**config.mk**
```make
export PLATFORM = sky130hd
export DESIGN_NAME = div_unit_flat
export DESIGN_NICKNAME = d
export VERILOG_FILES = /design/src/rtl/div_unit_if.sv /design/src/rtl/div_unit.sv /design/src/flat_wrapper.sv
export SDC_FILE = /design/constraint.sdc
export NUM_CORES = 1
export LEC_CHECK = 0
export CORE_AREA = 2 2 194 196
export DETAILED_ROUTE_END_ITERATION = 12
export DIE_AREA = 0 0 196 198
export GPL_TIMING_DRIVEN = 0
export HOLD_SLACK_MARGIN = 0.12
export PLACE_DENSITY = 0.5
export SLEW_MARGIN = 15
export SYNTH_ARGS = -nofsm -noshare
export SYNTH_HDL_FRONTEND = slang
export SYNTH_SLANG_ARGS = --single-unit
```
**constraint.sdc**
```tcl
create_clock -name clk -period 7.7 [get_ports clk]
set_input_delay 1.155 -clock clk [delete_from_list [all_inputs] [get_ports clk]]
set_output_delay 1.155 -clock clk [all_outputs]
set_load 0.02 [all_outputs]
```
**src/rtl/div_unit_if.sv**
```systemverilog
// Execute-stage handshake between the core and the iterative divide unit.
interface div_unit_if #(parameter int XLEN = 32);
  logic            div_start;
  logic [31:0]     inst_CCD;
  logic [XLEN-1:0] IE_mux1_value;
  logic [XLEN-1:0] IE_mux2_value;
  logic            div_kill;
  logic            div_busy;
  logic            div_done;
  logic [XLEN-1:0] div_result;

  modport master (
    output div_start, inst_CCD, IE_mux1_value, IE_mux2_value, div_kill,
    input  div_busy, div_done, div_result
  );

  modport slave (
    input  div_start, inst_CCD, IE_mux1_value, IE_mux2_value, div_kill,
    output div_busy, div_done, div_result
  );
endinterface

```
**src/rtl/div_unit.sv**
```systemverilog
// RV32M DIV/DIVU/REM/REMU restoring divider, one quotient bit per cycle.
// Optional macro DIV_EARLY_OUT_EN: finish divide-by-zero/overflow in one cycle.
module div_unit (
  input  logic       clk,
  input  logic       reset,
  div_unit_if.slave  div_if
);

  typedef enum logic [1:0] {
    IDLE  = 2'd0,
    CALC  = 2'd1,
    FIXUP = 2'd2,
    DONE  = 2'd3
  } state_t;

  // Whole-word match: OP opcode, funct7=0000001, funct3[2]=1.
  localparam logic [31:0] DEC_MASK = 32'hFE00_407F;
  localparam logic [31:0] DEC_PAT  = 32'h0200_4033;

  state_t      r_state;
  state_t      w_next;
  logic [4:0]  r_cnt;
  logic [32:0] r_rem;
  logic [31:0] r_dvd;
  logic [31:0] r_dvs;
  logic        r_qneg;
  logic        r_rneg;
  logic        r_is_rem;
  logic        r_dvz;
  logic        r_ovf;
  logic [31:0] r_result;

  logic        w_valid;
  logic        w_signed;
  logic        w_is_rem;
  logic        w_accept;
  logic        w_b_zero;
  logic        w_ovf_in;
  logic        w_special;
  logic [31:0] w_a;
  logic [31:0] w_b;
  logic [33:0] w_shift;
  logic [33:0] w_trial;
  logic        w_qbit;
  logic [31:0] w_q_fix;
  logic [31:0] w_r_fix;
  logic [31:0] w_fix_result;
  logic [31:0] w_early_result;

  assign w_a       = div_if.IE_mux1_value;
  assign w_b       = div_if.IE_mux2_value;
  assign w_valid   = ((div_if.inst_CCD & DEC_MASK) == DEC_PAT);
  assign w_signed  = ~div_if.inst_CCD[12];
  assign w_is_rem  = div_if.inst_CCD[13];
  assign w_accept  = (r_state == IDLE) && div_if.div_start && !div_if.div_kill && w_valid;
  assign w_b_zero  = (w_b == 32'd0);
  assign w_ovf_in  = w_signed && (w_a == 32'h8000_0000) && (w_b == 32'hFFFF_FFFF);
  assign w_special = w_b_zero || w_ovf_in;

  assign w_shift = {r_rem, r_dvd[31]};
  assign w_trial = w_shift - {2'b00, r_dvs};
  assign w_qbit  = ~w_trial[33];

  assign w_q_fix = r_dvz ? 32'hFFFF_FFFF :
                   r_ovf ? 32'h8000_0000 :
                   r_qneg ? (~r_dvd + 32'd1) : r_dvd;
  assign w_r_fix = r_ovf ? 32'd0 :
                   r_rneg ? (~r_rem[31:0] + 32'd1) : r_rem[31:0];
  assign w_fix_result   = r_is_rem ? w_r_fix : w_q_fix;
  assign w_early_result = w_b_zero ? (w_is_rem ? w_a : 32'hFFFF_FFFF)
                                   : (w_is_rem ? 32'd0 : 32'h8000_0000);

  assign div_if.div_busy   = (r_state != IDLE);
  assign div_if.div_done   = (r_state == DONE);
  assign div_if.div_result = r_result;

  // FSM state register
  always_ff @(posedge clk or posedge reset) begin
    if (reset) begin
      r_state <= IDLE;
    end else begin
      r_state <= w_next;
    end
  end

  // FSM next-state logic; kill from any busy state returns to IDLE
  always_comb begin
    w_next = r_state;
    case (r_state)
      IDLE: begin
        if (w_accept) begin
`ifdef DIV_EARLY_OUT_EN
          w_next = w_special ? DONE : CALC;
`else
          w_next = CALC;
`endif
        end else begin
          w_next = IDLE;
        end
      end
      CALC: begin
        if (div_if.div_kill)  w_next = IDLE;
        else if (r_cnt == 5'd0) w_next = FIXUP;
        else                  w_next = CALC;
      end
      FIXUP: begin
        if (div_if.div_kill) w_next = IDLE;
        else                 w_next = DONE;
      end
      DONE:    w_next = IDLE;
      default: w_next = IDLE;
    endcase
  end

  // Datapath: operand latch, shift/subtract iteration, sign fixup
  always_ff @(posedge clk or posedge reset) begin
    if (reset) begin
      r_cnt    <= 5'd0;
      r_rem    <= 33'd0;
      r_dvd    <= 32'd0;
      r_dvs    <= 32'd0;
      r_qneg   <= 1'b0;
      r_rneg   <= 1'b0;
      r_is_rem <= 1'b0;
      r_dvz    <= 1'b0;
      r_ovf    <= 1'b0;
      r_result <= 32'd0;
    end else begin
      case (r_state)
        IDLE: begin
          if (w_accept) begin
            r_dvd    <= (w_signed && w_a[31]) ? (~w_a + 32'd1) : w_a;
            r_dvs    <= (w_signed && w_b[31]) ? (~w_b + 32'd1) : w_b;
            r_qneg   <= w_signed && (w_a[31] ^ w_b[31]);
            r_rneg   <= w_signed && w_a[31];
            r_is_rem <= w_is_rem;
            r_dvz    <= w_b_zero;
            r_ovf    <= w_ovf_in;
            r_rem    <= 33'd0;
            r_cnt    <= 5'd31;
`ifdef DIV_EARLY_OUT_EN
            if (w_special) r_result <= w_early_result;
`endif
          end
        end
        CALC: begin
          if (!div_if.div_kill) begin
            r_rem <= w_qbit ? w_trial[32:0] : w_shift[32:0];
            r_dvd <= {r_dvd[30:0], w_qbit};
            if (r_cnt != 5'd0) r_cnt <= r_cnt - 5'd1;
          end
        end
        FIXUP: begin
          if (!div_if.div_kill) r_result <= w_fix_result;
        end
        default: begin
        end
      endcase
    end
  end

`ifndef DIV_EARLY_OUT_EN
  logic w_unused;
  assign w_unused = ^{w_special, w_early_result};
`endif

endmodule

```
**src/flat_wrapper.sv**
```systemverilog
// flat-port wrapper written by rule: the top's interface ports become plain ports
module div_unit_flat 
  (clk, reset, div_if_div_start, div_if_inst_CCD, div_if_IE_mux1_value, div_if_IE_mux2_value, div_if_div_kill, div_if_div_busy, div_if_div_done, div_if_div_result);
  div_unit_if div_if_i ();
  input  logic clk;
  input  logic reset;
  input wire logic [$bits(div_if_i.div_start)-1:0] div_if_div_start;
  input wire logic [$bits(div_if_i.inst_CCD)-1:0] div_if_inst_CCD;
  input wire logic [$bits(div_if_i.IE_mux1_value)-1:0] div_if_IE_mux1_value;
  input wire logic [$bits(div_if_i.IE_mux2_value)-1:0] div_if_IE_mux2_value;
  input wire logic [$bits(div_if_i.div_kill)-1:0] div_if_div_kill;
  output wire logic [$bits(div_if_i.div_busy)-1:0] div_if_div_busy;
  output wire logic [$bits(div_if_i.div_done)-1:0] div_if_div_done;
  output wire logic [$bits(div_if_i.div_result)-1:0] div_if_div_result;
  assign div_if_i.div_start = div_if_div_start;
  assign div_if_i.inst_CCD = div_if_inst_CCD;
  assign div_if_i.IE_mux1_value = div_if_IE_mux1_value;
  assign div_if_i.IE_mux2_value = div_if_IE_mux2_value;
  assign div_if_i.div_kill = div_if_div_kill;
  assign div_if_div_busy = div_if_i.div_busy;
  assign div_if_div_done = div_if_i.div_done;
  assign div_if_div_result = div_if_i.div_result;
  div_unit u_core (.clk(clk), .reset(reset), .div_if(div_if_i));
endmodule
```
==> flow_results.org, run 1 <==
** Global route
- Global-route wire length before repair :: about 60 mm
- Initial antenna violation count :: 0
- Maximum number of pins on one net before global-route repair :: slightly above 100
- Global-route usage over all layers :: 0.1956
- Via count of the first global-routing pass :: 10.14k
- Leftover overflow at the end of global routing :: 0

** Worst setup path
- Largest delay share family, worst path :: compound AO/OA/AOI/OAI gates
- The largest individual stage delay along the critical path comes from the cell sky130_fd_sc_hd__xor2_1.
- Data on the critical path is required at its endpoint by roughly 8000 ps.
- Along the worst path, the maximum fanout reaches 10.
- Critical path startpoint category :: register
- The startpoint identified for the worst register-to-register timing path is u_core.r_rem[4]$_DFFE_PP0P_.
- STA classifies the critical path endpoint as a register.
- Terminus of the critical flop-to-flop path :: u_core.r_rem[11]$_DFFE_PP0P_
- Register-to-Register Setup Slack :: between 3000 and 4000 ps
- Logic depth of the worst register-to-register path :: 11
- Worst setup path startpoint :: u_core.r_rem[4]$_DFFE_PP0P_
- Data arrival, critical path :: roughly 4600 ps
- Kind of critical path :: register to register
- Number of buffers and inverters on the critical path :: 1
- Cell repeated most along the worst path :: sky130_fd_sc_hd__o21ai_0
- Traced cell by cell, the critical path runs through ha_1 -> a221oi_1 -> o21ai_0 -> nor4b_1 -> o21ai_1 -> a41oi_1 -> o211ai_1 -> xor2_1 -> buf_2 -> mux2i_1 -> o21ai_0.
- CP max stage delay :: ~700 ps

** Clock tree
- After clock tree synthesis, the clock-pin slew on the worst setup and hold paths is ~70 ps.
- TritonCTS clock tree :: done
- Maximum number of buffers from clock root to sink :: 2
- The root buffer cell chosen for the clock tree is sky130_fd_sc_hd__clkbuf_16.
- The later pin in the worst-skew pair is clocked with a latency of around 440 ps.
- Buffers inserted to repair hold after CTS numbered 0.
- Number of H-tree levels :: 4
- TritonCTS created 17 clock buffers.
- The clock drives ~140 sinks.
- Buffers added to address setup during post-CTS repair amount to 0.
- Once the clock tree was built, the resizer swapped 0 gates to a different size.

** Synthesis
- Share of the synthesized area in the top cell type :: 0.3256
- After synthesis the cells add up to about 11000 µm².
- Most frequently used flop master after synthesis :: sky130_fd_sc_hd__dfrtp_1
- Synthesized netlist cell count :: around 1.4k
- The largest total area in the synthesized netlist belongs to sky130_fd_sc_hd__dfrtp_1.
- After synthesis, the share of flip-flops with an asynchronous set or reset is 1.000.
- Yosys mapped the design onto 61 distinct sky130hd cell types.
- Warning count from the yosys run :: 0
- By area the synthesized netlist is led by sky130_fd_sc_hd__dfrtp_1 (33%), sky130_fd_sc_hd__nand2_1 (7.1%), sky130_fd_sc_hd__xnor2_1 (6.9%).
- Among all cell types in the netlist, the one instantiated most often is sky130_fd_sc_hd__nand2_1.
- Part of the Yosys area used for sequential elements :: 0.3256
- Syn_area_per_cell :: 7.915 µm²
- The number of nets handed over by synthesis was roughly 1.5k.
- Synthesis inferred 141 register bits.
- Number of flops mapped to enable cells by yosys :: 0
- In the synthesized netlist, the cells that appear most often are sky130_fd_sc_hd__nand2_1 (205), sky130_fd_sc_hd__dfrtp_1 (141), sky130_fd_sc_hd__o21ai_0 (133), sky130_fd_sc_hd__nor2_1 (96), sky130_fd_sc_hd__a21oi_1 (88).

** Floorplan
- After floorplanning, the core was sized to cover roughly 37000 µm².
- Total die area :: slightly below 40000 µm²
- The floorplan step set the die width to 196 µm.
- Row cnt :: a little over 70
- Number of top-level pins :: between 100 and 150
- Vertical die dimension :: approximately 200 µm
- Initial standard-cell utilization of the core :: 0.2932

** STA
- Sum Neg Setup Slack :: 0 ps
- Setup violations remaining at the end of the flow were counted as 0.
- Final Hold Vio Count :: 0
- Of the available clock period, the critical path in the final layout requires 0.5619.
- The count of pins over their slew limit is 0.
- Setup repair after global routing left no endpoint under its margin.
- In this run the tightest slew margin relative to its limit is 0.3066.
- For the finished layout, the period the worst path requires is approximately 4300 ps.
- For the final database, setup skew stands at roughly 17 ps.
- At the pin with the least slew margin, the transition time is between 1000 and 1500 ps.
- Derived from the worst setup path, the maximum achievable clock frequency is 231.1 MHz.

** Route
- Vias/cell :: approximately 5.3
- Wires add up to between 30 and 40 mm.
- Number of vias in the routed layout :: approximately 10k
- Detailed-route wire length per cell :: between 15 and 20 µm
- For this run, design rule violations remaining after detail routing come to 0.
- Post-detailed-route count of antenna-violating nets :: 0
- After the first detailed-routing iteration, the DRC count stood at roughly 750.
- Drt first pass iters :: 5

** Final layout
- In the final layout, the share of cells above drive strength 1 is 0.03618.
- Number of antenna diodes :: 0
- Post-synthesis to final-layout area growth :: 22.16%
- At the end of the flow, the number of nets in the layout was between 1.5k and 2k.

** Worst hold path
- Worst hold path cell count :: 2
- The worst hold path belongs to the class register to register.
- Min-Delay Endpoint :: u_core.r_dvs[30]$_DFFE_PP0P_
- The startpoint identified for the worst hold timing path is u_core.r_dvs[30]$_DFFE_PP0P_.

** Placement
- Port Buffer Count :: between 100 and 150
- Summed over all nets, the half-perimeter wirelength after detailed placement is roughly 30 mm.
- The congestion estimate from routability-driven global placement came to 0.9193.

** Status
- Run status :: completed

** Pwr
- Fraction of power consumed by the clock network :: 0.486
- Leakage power total :: around 0.0054 µW
- In this run the power spent charging and discharging nets is approximately 470 µW.
- Power per cell area :: 132.6 nW/µm²
- Post-layout power :: between 1500 and 2000 µW
- The internal portion of the total power is about 1300 µW.
- IR analysis of the VDD net gives a maximum drop of between 0.1 and 0.15 mV.
- Of the total power, registers draw 0.425.
- Of the total power, the share spent switching nets is 0.2706.
- The share of total power dissipated in combinational logic is 0.089.

** Job
- Max-cap violations in this run came to 0.
## per-layer routing
layer / vias to the layer above / wire length, µm / track usage
met2: 296 / 16230 / 0.3042
li1: 5168 / - / -
met3: 45 / 1746 / 0.02436
met1: 4970 / 18750 / 0.2851
met4: 0 / 748 / 0.05275
met5: - / 0 / 0
## layout by cell type, fill, tap and decap left out, drive strengths merged, types with 25 or more instances in the layout
master	count
xor2	63
nor2	96
clkbuf	85
o21ai	148
clkdlybuf4s50	118
a31oi	25
nor3	25
nand3	25
a21oi	88
ha	38
nand2	205
mux2i	30
xnor2	85
o31ai	28
inv	73
dfrtp	141
## power by group through the flow
stage	sequential (µW)	combinational, µW	clock, µW
5_1_grt	745	173	903
3_5_place_dp	760	158	0
2_1_floorplan	758	71.7	0
3_3_place_gp	760	155	0
6_report	746	157	853
4_1_cts	745	158	872
## worst reg2reg max path: stages, from the launching register on
cell                       delay, ps
sky130_fd_sc_hd__dfrtp_1         480
sky130_fd_sc_hd__ha_1            390
sky130_fd_sc_hd__a221oi_1        290
sky130_fd_sc_hd__o21ai_0         160
sky130_fd_sc_hd__nor4b_1         450
sky130_fd_sc_hd__o21ai_1         260
sky130_fd_sc_hd__a41oi_1         500
sky130_fd_sc_hd__o211ai_1        180
sky130_fd_sc_hd__xor2_1          700
sky130_fd_sc_hd__buf_2           430
sky130_fd_sc_hd__mux2i_1         270
sky130_fd_sc_hd__o21ai_0         100
## kinds of logic (layout without fill, tap and decap cells)
group / Yosys count / after routing / share of synthesized area
and+or+nand+nor: 477 / 477 / 0.2082
DFF: 141 / 141 / 0.3256
AOI/OAI and AO/OA: 395 / 395 / 0.2236
adders and majority gates: 39 / 39 / 0.04573
muxes: 31 / 31 / 0.02875
xor gates and xnor gates: 148 / 148 / 0.1196
buffers and inverters: 138 / 289 / 0.04850
## final cells by class
| type | count | area, µm² |
|---|---|---|
| clock buffers | 17 | 425.4 |
| fillers | 3878 | 23720 |
| repair buffers | 119 | 1209 |
| multi-input cells | 1090 | 6782 |
| inverters | 62 | 240.2 |
| plain buffers | 76 | 292.8 |
| well taps | 474 | 593.1 |
| clock inverters | 15 | 166.4 |
| flip-flops and latches | 141 | 3528 |
## flip-flops by register name, indices dropped and copies added, names as in the netlist
name	cells
u_core.div_if.div_result	32
u_core.r_cnt	5
u_core.r_dvz	1
u_core.r_dvd	32
u_core.r_is_rem	1
u_core.r_dvs	32
u_core.r_rem	33
u_core.r_qneg	1
u_core.r_ovf	1
u_core.r_rneg	1
u_core.r_state	2
## how the worst max path moves through the flow
stage / end / slack (ps) / cells past startpoint
floorplan: u_core.div_if.div_result[0]$_DFFE_PP0P_ / 2760 / 1
global placement: u_core.r_cnt[3]$_DFFE_PP0P_ / 320 / 2
detailed placement: u_core.r_dvd[30]$_DFFE_PP0P_ / 3170 / 10
CTS: u_core.r_rem[1]$_DFFE_PP0P_ / 3330 / 11
global route: u_core.r_rem[11]$_DFFE_PP0P_ / 3000 / 11
finish: u_core.r_rem[11]$_DFFE_PP0P_ / 3370 / 11
## metrics by stage
step / instances / util / instance area (µm²) / hold WS (ps) / setup WS [ps]
6_report: 1994 / 0.3582 / 13240 / 481.5 / 3373
5_1_grt: 1994 / 0.3582 / 13240 / 506.2 / 2999
4_1_cts: 1994 / 0.3582 / 13240 / 488.4 / 3332
3_5_place_dp: 1962 / 0.3422 / 12640 / 471.3 / 3165
3_3_place_gp: 1961 / 0.3412 / 12610 / 462.6 / 320.0
2_1_floorplan: 1369 / - / 10840 / 449.8 / 2764
No activity file was read; power rests on OpenSTA's default activity.
==> inputs of run 2 (changes only) <==
- PLACE_DENSITY: 0.5 -> 0.52
- clock period: 7.7 -> 3.7 ns (I/O delays scaled with it)
==> flow_results.org, run 2 (synthesized netlist as in run 1, its figures left out) <==
** Status
- The flow ran to the end, and the final reports show no timing, DRC or antenna violations.

** Worst setup path
- Critical-path cell with the highest stage delay :: sky130_fd_sc_hd__or4_1
- Cell chain of the critical path :: clkdlybuf4s50_1 -> or4_1 -> or3_1 -> nor2_1 -> nand2_1 -> or4_1 -> or4_1 -> o31ai_1 -> xnor2_1 -> o31a_1
- Data arrival, critical path :: 3870 ps (-750 ps)
- STA classifies the critical path endpoint as a register.
- Among cell families on the critical path, the largest total delay comes from simple AND/OR/NAND/NOR gates.
- Critical path startpoint category :: input pin
- CP max stage delay :: 560 ps (-140 ps)
- Kind of critical path :: input pin to register
- The most numerous cell type found on the critical path is sky130_fd_sc_hd__or4_1.
- The required time at the endpoint of the critical path came to 4020 ps (-3980 ps).
- Peak fanout along the critical path :: 4 (-6)
- The number of buffer and inverter instances along the worst setup path was 1 (unchanged).

** Clock tree
- Clock sink count :: 141 (unchanged)
- Maximum number of buffers from clock root to sink :: 2 (unchanged)
- TritonCTS built the clock tree.
- Root buffer selected by CTS :: sky130_fd_sc_hd__clkbuf_16
- The number of buffers created by CTS is 17 (unchanged).
- The register clock-pin slew on the reported worst setup and hold paths came to 60 ps (about the same).
- The H-tree depth is 4 (unchanged).
- Clock latency on the worst-skew pair :: 440 ps (about the same)

** STA
- The hold violation total from the final report came to 0 (unchanged).
- Number of pins with negative max-slew slack in the final report :: 0 (unchanged)
- The relative max-transition margin is 0.3322 (+0.02568).
- Setup slack of the critical path after layout :: 151.0 ps (-3222 ps)
- RSZ-0062 raised after global routing :: true
- The worst-case clock skew was 17.64 ps (+1.103 ps).
- The worst hold-check slack came to 479.1 ps (-2.401 ps).
- Min Clock Period, post-route :: around 3500 ps
- The number of setup violations in the final report came to 0 (unchanged).
- Worst Tran Pin Value :: 994.0 ps (-38.22 ps)
- Sum Neg Setup Slack :: 0 ps (unchanged)
- Share of the clock period used by the worst path :: 0.9592
- Derived from the worst setup path, the maximum achievable clock frequency is between 200 and 300 MHz.

** Pwr
- Power per cell area :: 281.0 nW/µm² (+110%)
- Leakage power total :: 0.005454 µW (+0.65%)
- The peak supply drop was 0.2916 mV (+99%).

** Final layout
- The final cell utilization of the core came to 0.3619 (+0.003724).
- The number of flip-flops under the largest register name is 33 (unchanged).
- Commonest cells after routing, fill and taps aside :: sky130_fd_sc_hd__nand2_1 (205), sky130_fd_sc_hd__dfrtp_1 (141), sky130_fd_sc_hd__o21ai_0 (133), sky130_fd_sc_hd__clkdlybuf4s50_1 (118), sky130_fd_sc_hd__nor2_1 (96)
- The number of nets in the final layout came to 1649 (+0.18%).
- Post-synthesis to final-layout area growth :: 23.43%
- u_core.r_rem holds more flip-flops than any other register.
- The non-filler instance count after layout is 1997 (+0.15%).
- Number of antenna diodes :: 0 (unchanged)
- The library cell used most frequently in the layout, excluding fill and tap cells, is sky130_fd_sc_hd__nand2_1.
- The proportion of layout cells with a drive suffix above 1 was 0.04202 (+0.005838).

** Worst hold path
- The path class of the tightest hold or removal check is register to register.

** Route
- Wire length reported by the detailed router :: 37.36 mm (-0.33%)
- The detail-routed net length per standard cell came to 18.71 µm (-0.48%).
- Initial detailed-routing violation count :: 822 (+9.5%)
- The total via count after detailed routing came to 10.59k (+1.0%).
- The number of nets still failing antenna checks after routing came to 0 (unchanged).
- Drt first pass iters :: 5 (unchanged)
- Residual DRC count :: 0 (unchanged)
- Vias/cell :: 5.302 (+0.90%)

** Global route
- The residual overflow from global routing was 0 (unchanged).
- Global-route wire length before repair :: 58.44 mm (-0.87%)
- Maximum number of pins on one net before global-route repair :: 35 (-66%)
- The global router's overall resource usage is 0.1935 (-0.002130).
- Via count of the first global-routing pass :: 10.20k (+0.63%)
- The initial antenna violation count is 0 (unchanged).

** Floorplan
- The total I/O pin count is 134 (unchanged).
- The placeable core region came to 36960 µm² (unchanged).
- The die height is 198 µm (unchanged).
- Row cnt :: 71 (unchanged)
- Total die area :: 38810 µm² (unchanged)
- The width of the die is 196 µm (unchanged).
- The starting density of the core was 0.2932 (unchanged).

** Placement
- The number of cells after detailed placement was 1965 (+0.15%).
- Port Buffer Count :: 118 (unchanged)
- The pre-CTS setup slack is -610.1 ps (-3775 ps).
- The placer's final routability congestion estimate was 0.9132 (-0.66%).
- Detailed placer's ending HPWL :: 30.30 mm (+0.45%)

** Job
- The count of max-cap constraint violations is 0 (unchanged).
## run 2: cell count changes in the layout (fill, tap and decap cells not counted), sizes merged
cell	before	now
clkinv	3	2
inv	73	66
clkinvlp	0	4
buf	9	14
bufinv	1	3
## run 2: what timing repair did
item                       in CTS  in global routing
setup endpoints to repair      33                 33
hold buffers                    0                  0
gates resized for setup         4                  6
pin swaps                       2                  4
setup buffers                   1                  1
## run 2: cell type report
class / count / area (µm²)
Clock buffer: 19 / 452.9
Timing Repair Buffer: 124 / 1276
Tap cell: 474 / 593.1
Buffer: 74 / 292.8
Inverter: 62 / 236.5
Sequential cell: 141 / 3528
Fill cell: 3934 / 23580
Clock inverter: 13 / 176.4
Multi-Input combinational cell: 1090 / 6818
## run 2: worst paths after layout
check                                             start                                        to  slack (ps)  depth (start not counted)
hold reg to reg            u_core.r_dvs[26]$_DFFE_PP0P_              u_core.r_dvs[26]$_DFFE_PP0P_         480                          2
setup reg to reg            u_core.r_dvd[6]$_DFFE_PP0P_  u_core.div_if.div_result[31]$_DFFE_PP0P_         180                          9
min in group asynchronous                         reset  u_core.div_if.div_result[22]$_DFFE_PP0P_         520                          2
max in group asynchronous                         reset               u_core.r_dvd[9]$_DFFE_PP0P_        2410                          4
hold / removal             u_core.r_dvs[26]$_DFFE_PP0P_              u_core.r_dvs[26]$_DFFE_PP0P_         480                          2
setup / recovery               div_if_IE_mux1_value[12]              u_core.r_dvd[30]$_DFFE_PP0P_         150                         10
## run 2: worst register-to-register path, delay by kind of cell (launching register included)
family / cells / cell delay, ps
AOI/OAI and AO/OA: 3 / 740
DFF: 1 / 500
xor gates and xnor gates: 1 / 180
and+or+nand+nor: 5 / 2050
## run 2: layer usage
metal	vias up	wire [µm]	track usage
met2	313	16550	0.3043
met4	0	616	0.04882
met1	5076	18320	0.2803
met3	36	1875	0.02453
met5	-	0	0
li1	5164	-	-
## run 2: where the power goes
| group | total (µW) | internal [µW] | switching [µW] |
|---|---|---|---|
| sequential | 1550 | 1540 | 7.36 |
| clock | 1870 | 1110 | 762 |
| combinational | 331 | 158 | 173 |
| total | 3760 | 2820 | 942 |
## run 2: through the flow
step / instance area (µm²) / total power [µW]
floorplan: 10840 / 1728
global placement: 12610 / 1905
detailed placement: 12690 / 1915
CTS: 13360 / 3784
global route: 13370 / 3873
finish: 13370 / 3758
==> inputs of run 3 (changes only) <==
- ABC_AREA: unset -> 1
- CORE_AREA: 2 2 194 196 -> 2 2 212 214
- DIE_AREA: 0 0 196 198 -> 0 0 214 216
- PLACE_DENSITY: 0.52 -> 0.51
==> flow_results.org, run 3 <==
** Placement
- Pre-CTS setup slack :: 621.7 ps (+1232 ps)
- The placer's final routability congestion estimate is 0.9076 (-0.61%).
- Detailed placer's ending HPWL :: 43.28 mm (+43%)
- Instance area at placement :: 15060 µm² (+19%)
- Port Buffer Count :: 118 (unchanged)

** Worst hold path
- Worst min path class :: register to register
- The instance count along the most critical hold path is 2 (unchanged).
- For hold timing, the worst endpoint is u_core.div_if.div_result[16]$_DFFE_PP0P_.
- The startpoint identified for the worst hold timing path is u_core.div_if.div_result[16]$_DFFE_PP0P_.

** STA
- The number of setup violations in the final report came to 0 (unchanged).
- The count of pins over their slew limit came to 0 (unchanged).
- Worst Tran Pin Value :: 810.6 ps (-183.4 ps)
- Setup repair after global routing left no endpoint under its margin.
- Final Hold Vio Count :: 0 (unchanged)
- Min Clock Period, post-route :: 2736 ps (-813.1 ps)
- The worst hold-check slack came to 483.7 ps (+4.620 ps).
- Worst clock skew on the final layout :: 9.652 ps (-7.989 ps)
- Headroom to the max-slew limit :: 0.4539 (+0.1217)
- Share of the clock period used by the worst path :: 0.7394 (-0.2198)
- Setup slack of the critical path after layout :: 964.1 ps (+813.1 ps)
- The maximum clock rate was 365.5 MHz (+30%).

** Clock tree
- Number of buffers inserted for hold repair after clock tree synthesis :: 0 (unchanged)
- Clk pin slew, worst setup/hold paths :: 60 ps (about the same)
- The tree is rooted in a sky130_fd_sc_hd__clkbuf_16.
- TritonCTS built the clock tree.
- The post-CTS setup-driven buffer insertion count is 0 (-1).
- Clock buffer count from CTS :: 17 (unchanged)
- The H-tree depth came to 4 (unchanged).
- The buffer depth of the longest clock path came to 2 (unchanged).
- Clock latency on the worst-skew pair :: 450 ps (about the same)
- The count of instances resized after the clock tree is built was 0 (-4).
- Clock sink count :: 141 (unchanged)

** Pwr
- The design internal power was 3243 µW (+15%).
- Switching portion of total power :: 0.2936 (+0.04291)
- The peak supply drop came to 0.3111 mV (+6.7%).
- The reported net switching power is 1348 µW (+43%).
- The share of power burned in registers is 0.387 (-0.026).
- The power density over cell area came to 292.1 nW/µm² (+4.0%).
- The leakage dissipation was 0.007604 µW (+39%).
- The combinational share of power came to 0.190 (+0.102).
- The portion of total power attributed to the clock network was 0.423 (-0.076).

** Route
- After detailed routing, no signal wire sits above met5.
- The DRC violation count after routing came to 0 (unchanged).
- The detailed-route vias per instance is 4.963 (-6.4%).
- Post-detailed-route count of antenna-violating nets :: 0 (unchanged)
- The routed metal-1 wirelength was 24.07 mm (+31%).
- Drt first pass iters :: 5 (unchanged)
- The total met2 wirelength after detailed routing came to 23.50 mm (+42%).
- The violation count after the first detailed-routing iteration is 1233 (+50%).
- Wire length reported by the detailed router :: 51.69 mm (+38%)
- Met3 WL post-DR :: 2.563 mm (+37%)
- Detailed-route wire length per cell :: 17.70 µm (-5.4%)
- Number of vias in the routed layout :: 14.49k (+37%)

** Floorplan
- Total die area :: 46220 µm² (+19%)
- The number of cell rows came to 77 (+8.5%).
- Horizontal extent of the die :: 214 µm (+9.2%)
- Initial standard-cell utilization of the core :: 0.2968 (+0.003644)
- Core region area :: 43840 µm² (+19%)
- Number of top-level pins :: 134 (unchanged)
- The die height came to 216 µm (+9.1%).

** Synthesis
- Post-synthesis instance area :: 13010 µm² (+20%)
- The count of warnings emitted by yosys is 0 (unchanged).
- Number of nets in the synthesized netlist :: 2314 (+53%)
- The average footprint of a synthesized cell came to 5.983 µm² (-24%).
- The fraction of post-synthesis cell area in the top cell type by area was 0.2712 (-0.05448).
- By area the synthesized netlist is led by sky130_fd_sc_hd__dfrtp_1 (27%), sky130_fd_sc_hd__nand2_1 (20%), sky130_fd_sc_hd__nand3_1 (8.1%).
- Most frequently used flop master after synthesis :: sky130_fd_sc_hd__dfrtp_1
- The number of synthesized flops with an enable pin was 0 (unchanged).
- The count of mapped cells out of synthesis was 2175 (+59%).
- By instance count, the leading cell after synthesis is sky130_fd_sc_hd__nand2_1.
- The fraction of synthesis flops using an asynchronous set or reset pin was 1.000 (unchanged).
- The number of different library cells in the post-synthesis netlist came to 50 (-18%).
- Part of the Yosys area used for sequential elements :: 0.2712 (-0.05448)
- The flip-flop and latch count after synthesis was 141 (unchanged).
- After synthesis, the most frequently instantiated cells are sky130_fd_sc_hd__nand2_1 (699), sky130_fd_sc_hd__inv_1 (279), sky130_fd_sc_hd__nor2_1 (220), sky130_fd_sc_hd__nand3_1 (211), sky130_fd_sc_hd__o21ai_0 (165).
- The biggest area contributor in the post-synthesis netlist is sky130_fd_sc_hd__dfrtp_1.

** Final layout
- The number of nets in the final layout came to 2456 (+49%).
- Post-synthesis to final-layout area growth :: 20.75%
- The number of flip-flops under the largest register name came to 33 (unchanged).
- Share of post-route cells with drive strength above 1 :: 0.04596 (+0.003940)
- Register bank with the most flops :: u_core.r_rem
- Number of antenna diodes :: 0 (unchanged)
- The area of all placed cells without fillers is 15710 µm² (+17%).
- Leaving out fill and tap cells, the most frequent cell in the layout is sky130_fd_sc_hd__nand2_1.
- Commonest cells after routing, fill and taps aside :: sky130_fd_sc_hd__nand2_1 (699), sky130_fd_sc_hd__inv_1 (278), sky130_fd_sc_hd__nor2_1 (220), sky130_fd_sc_hd__nand3_1 (211), sky130_fd_sc_hd__o21ai_0 (165)

** Global route
- The via count of the first global-routing pass was 14.27k (+40%).
- The global router's overall resource usage was 0.2255 (+0.03202).
- Global-route wire length before repair :: 80.65 mm (+38%)
- The pin count of the biggest net entering global routing was 31 (-11%).
- Leftover overflow at the end of global routing :: 0 (unchanged)
- The initial antenna violation count was 1 (+1).

** Worst setup path
- The worst setup path is captured at a register.
- Launch point of the worst reg-to-reg path :: u_core.r_dvd[31]$_DFFE_PP0P_
- Critical path startpoint category :: register
- The data arrival at the endpoint of the critical path is 3080 ps (-790 ps).
- Terminus of the critical flop-to-flop path :: u_core.r_rem[30]$_DFFE_PP0P_
- The maximum fanout encountered on the critical timing path came to 4 (unchanged).
- Logic depth of the worst register-to-register path :: 16 (+7)
- The required time at the endpoint of the critical path was 4040 ps (+20 ps).
- Register-to-Register Setup Slack :: 960 ps (+780 ps)
- Kind of critical path :: register to register

** Status
- Run status :: completed

** Job
- The count of max-cap constraint violations is 0 (unchanged).
run 3: how the worst max path moves through the flow:
stage / from / end
2_1_floorplan: reset / u_core.div_if.div_result[0]$_DFFE_PP0P_
3_3_place_gp: reset / u_core.r_dvs[26]$_DFFE_PP0P_
3_5_place_dp: div_if_div_kill / u_core.div_if.div_result[5]$_DFFE_PP0P_
4_1_cts: u_core.r_dvd[31]$_DFFE_PP0P_ / u_core.r_rem[30]$_DFFE_PP0P_
5_1_grt: u_core.r_dvd[31]$_DFFE_PP0P_ / u_core.r_rem[30]$_DFFE_PP0P_
6_report: u_core.r_dvd[31]$_DFFE_PP0P_ / u_core.r_rem[30]$_DFFE_PP0P_
run 3: layout make-up:
type / instances / area [µm²]
fillers: 4911 / 28120
multi-input cells: 1670 / 8066
flip-flops and latches: 141 / 3528
repair buffers: 123 / 1296
inverters: 294 / 1109
well taps: 592 / 740.7
clock buffers: 20 / 466.7
plain buffers: 70 / 317.8
clock inverters: 10 / 187.7
run 3: logic make-up after synthesis:
kind of cell | share of synthesized area
flops | 0.2712
simple gates | 0.4137
buf+inv | 0.1093
compound gates | 0.1321
xor+xnor | 0.03567
fa+ha+maj | 0.03808
run 3: routing by layer:
metal | global-route usage | vias up
met1 | 0.3042 | 6743
li1 | - | 7300
met3 | 0.03326 | 61
met5 | 0 | -
met2 | 0.3670 | 387
met4 | 0.07972 | 2
run 3: worst max-delay path: stages, from the launching register on:
cell                       delay (ps)
sky130_fd_sc_hd__dfrtp_1          410
sky130_fd_sc_hd__inv_1            120
sky130_fd_sc_hd__ha_1             160
sky130_fd_sc_hd__inv_1            120
sky130_fd_sc_hd__fa_1             510
sky130_fd_sc_hd__nand3_1          110
sky130_fd_sc_hd__nand3_1          200
sky130_fd_sc_hd__nand2_1          120
sky130_fd_sc_hd__nand2_1          130
sky130_fd_sc_hd__nand2_1          100
sky130_fd_sc_hd__nand2_1           90
sky130_fd_sc_hd__nand2_1          150
sky130_fd_sc_hd__nand3b_1          90
sky130_fd_sc_hd__nand2_1          130
sky130_fd_sc_hd__nand2_1           80
sky130_fd_sc_hd__nand3_1           70
sky130_fd_sc_hd__nand2_1           50
run 3: power groups by stage:
stage / clock, µW / sequential [µW] / combinational, µW
after floorplan: 0 / 1800 / 467
after global placement: 0 / 1810 / 852
after detailed placement: 0 / 1800 / 874
after CTS: 1980 / 1780 / 878
after global routing: 2040 / 1790 / 979
final: 1940 / 1780 / 871
run 3: stage by stage:
step	total power, µW	setup TNS [ps]	instances	utilization
after floorplan	2264	0	2175	-
after global placement	2659	-6267	2885	0.3408
after detailed placement	2678	0	2890	0.3435
after CTS	4634	0	2920	0.3584
after global routing	4810	0	2920	0.3584
final	4590	0	2920	0.3584
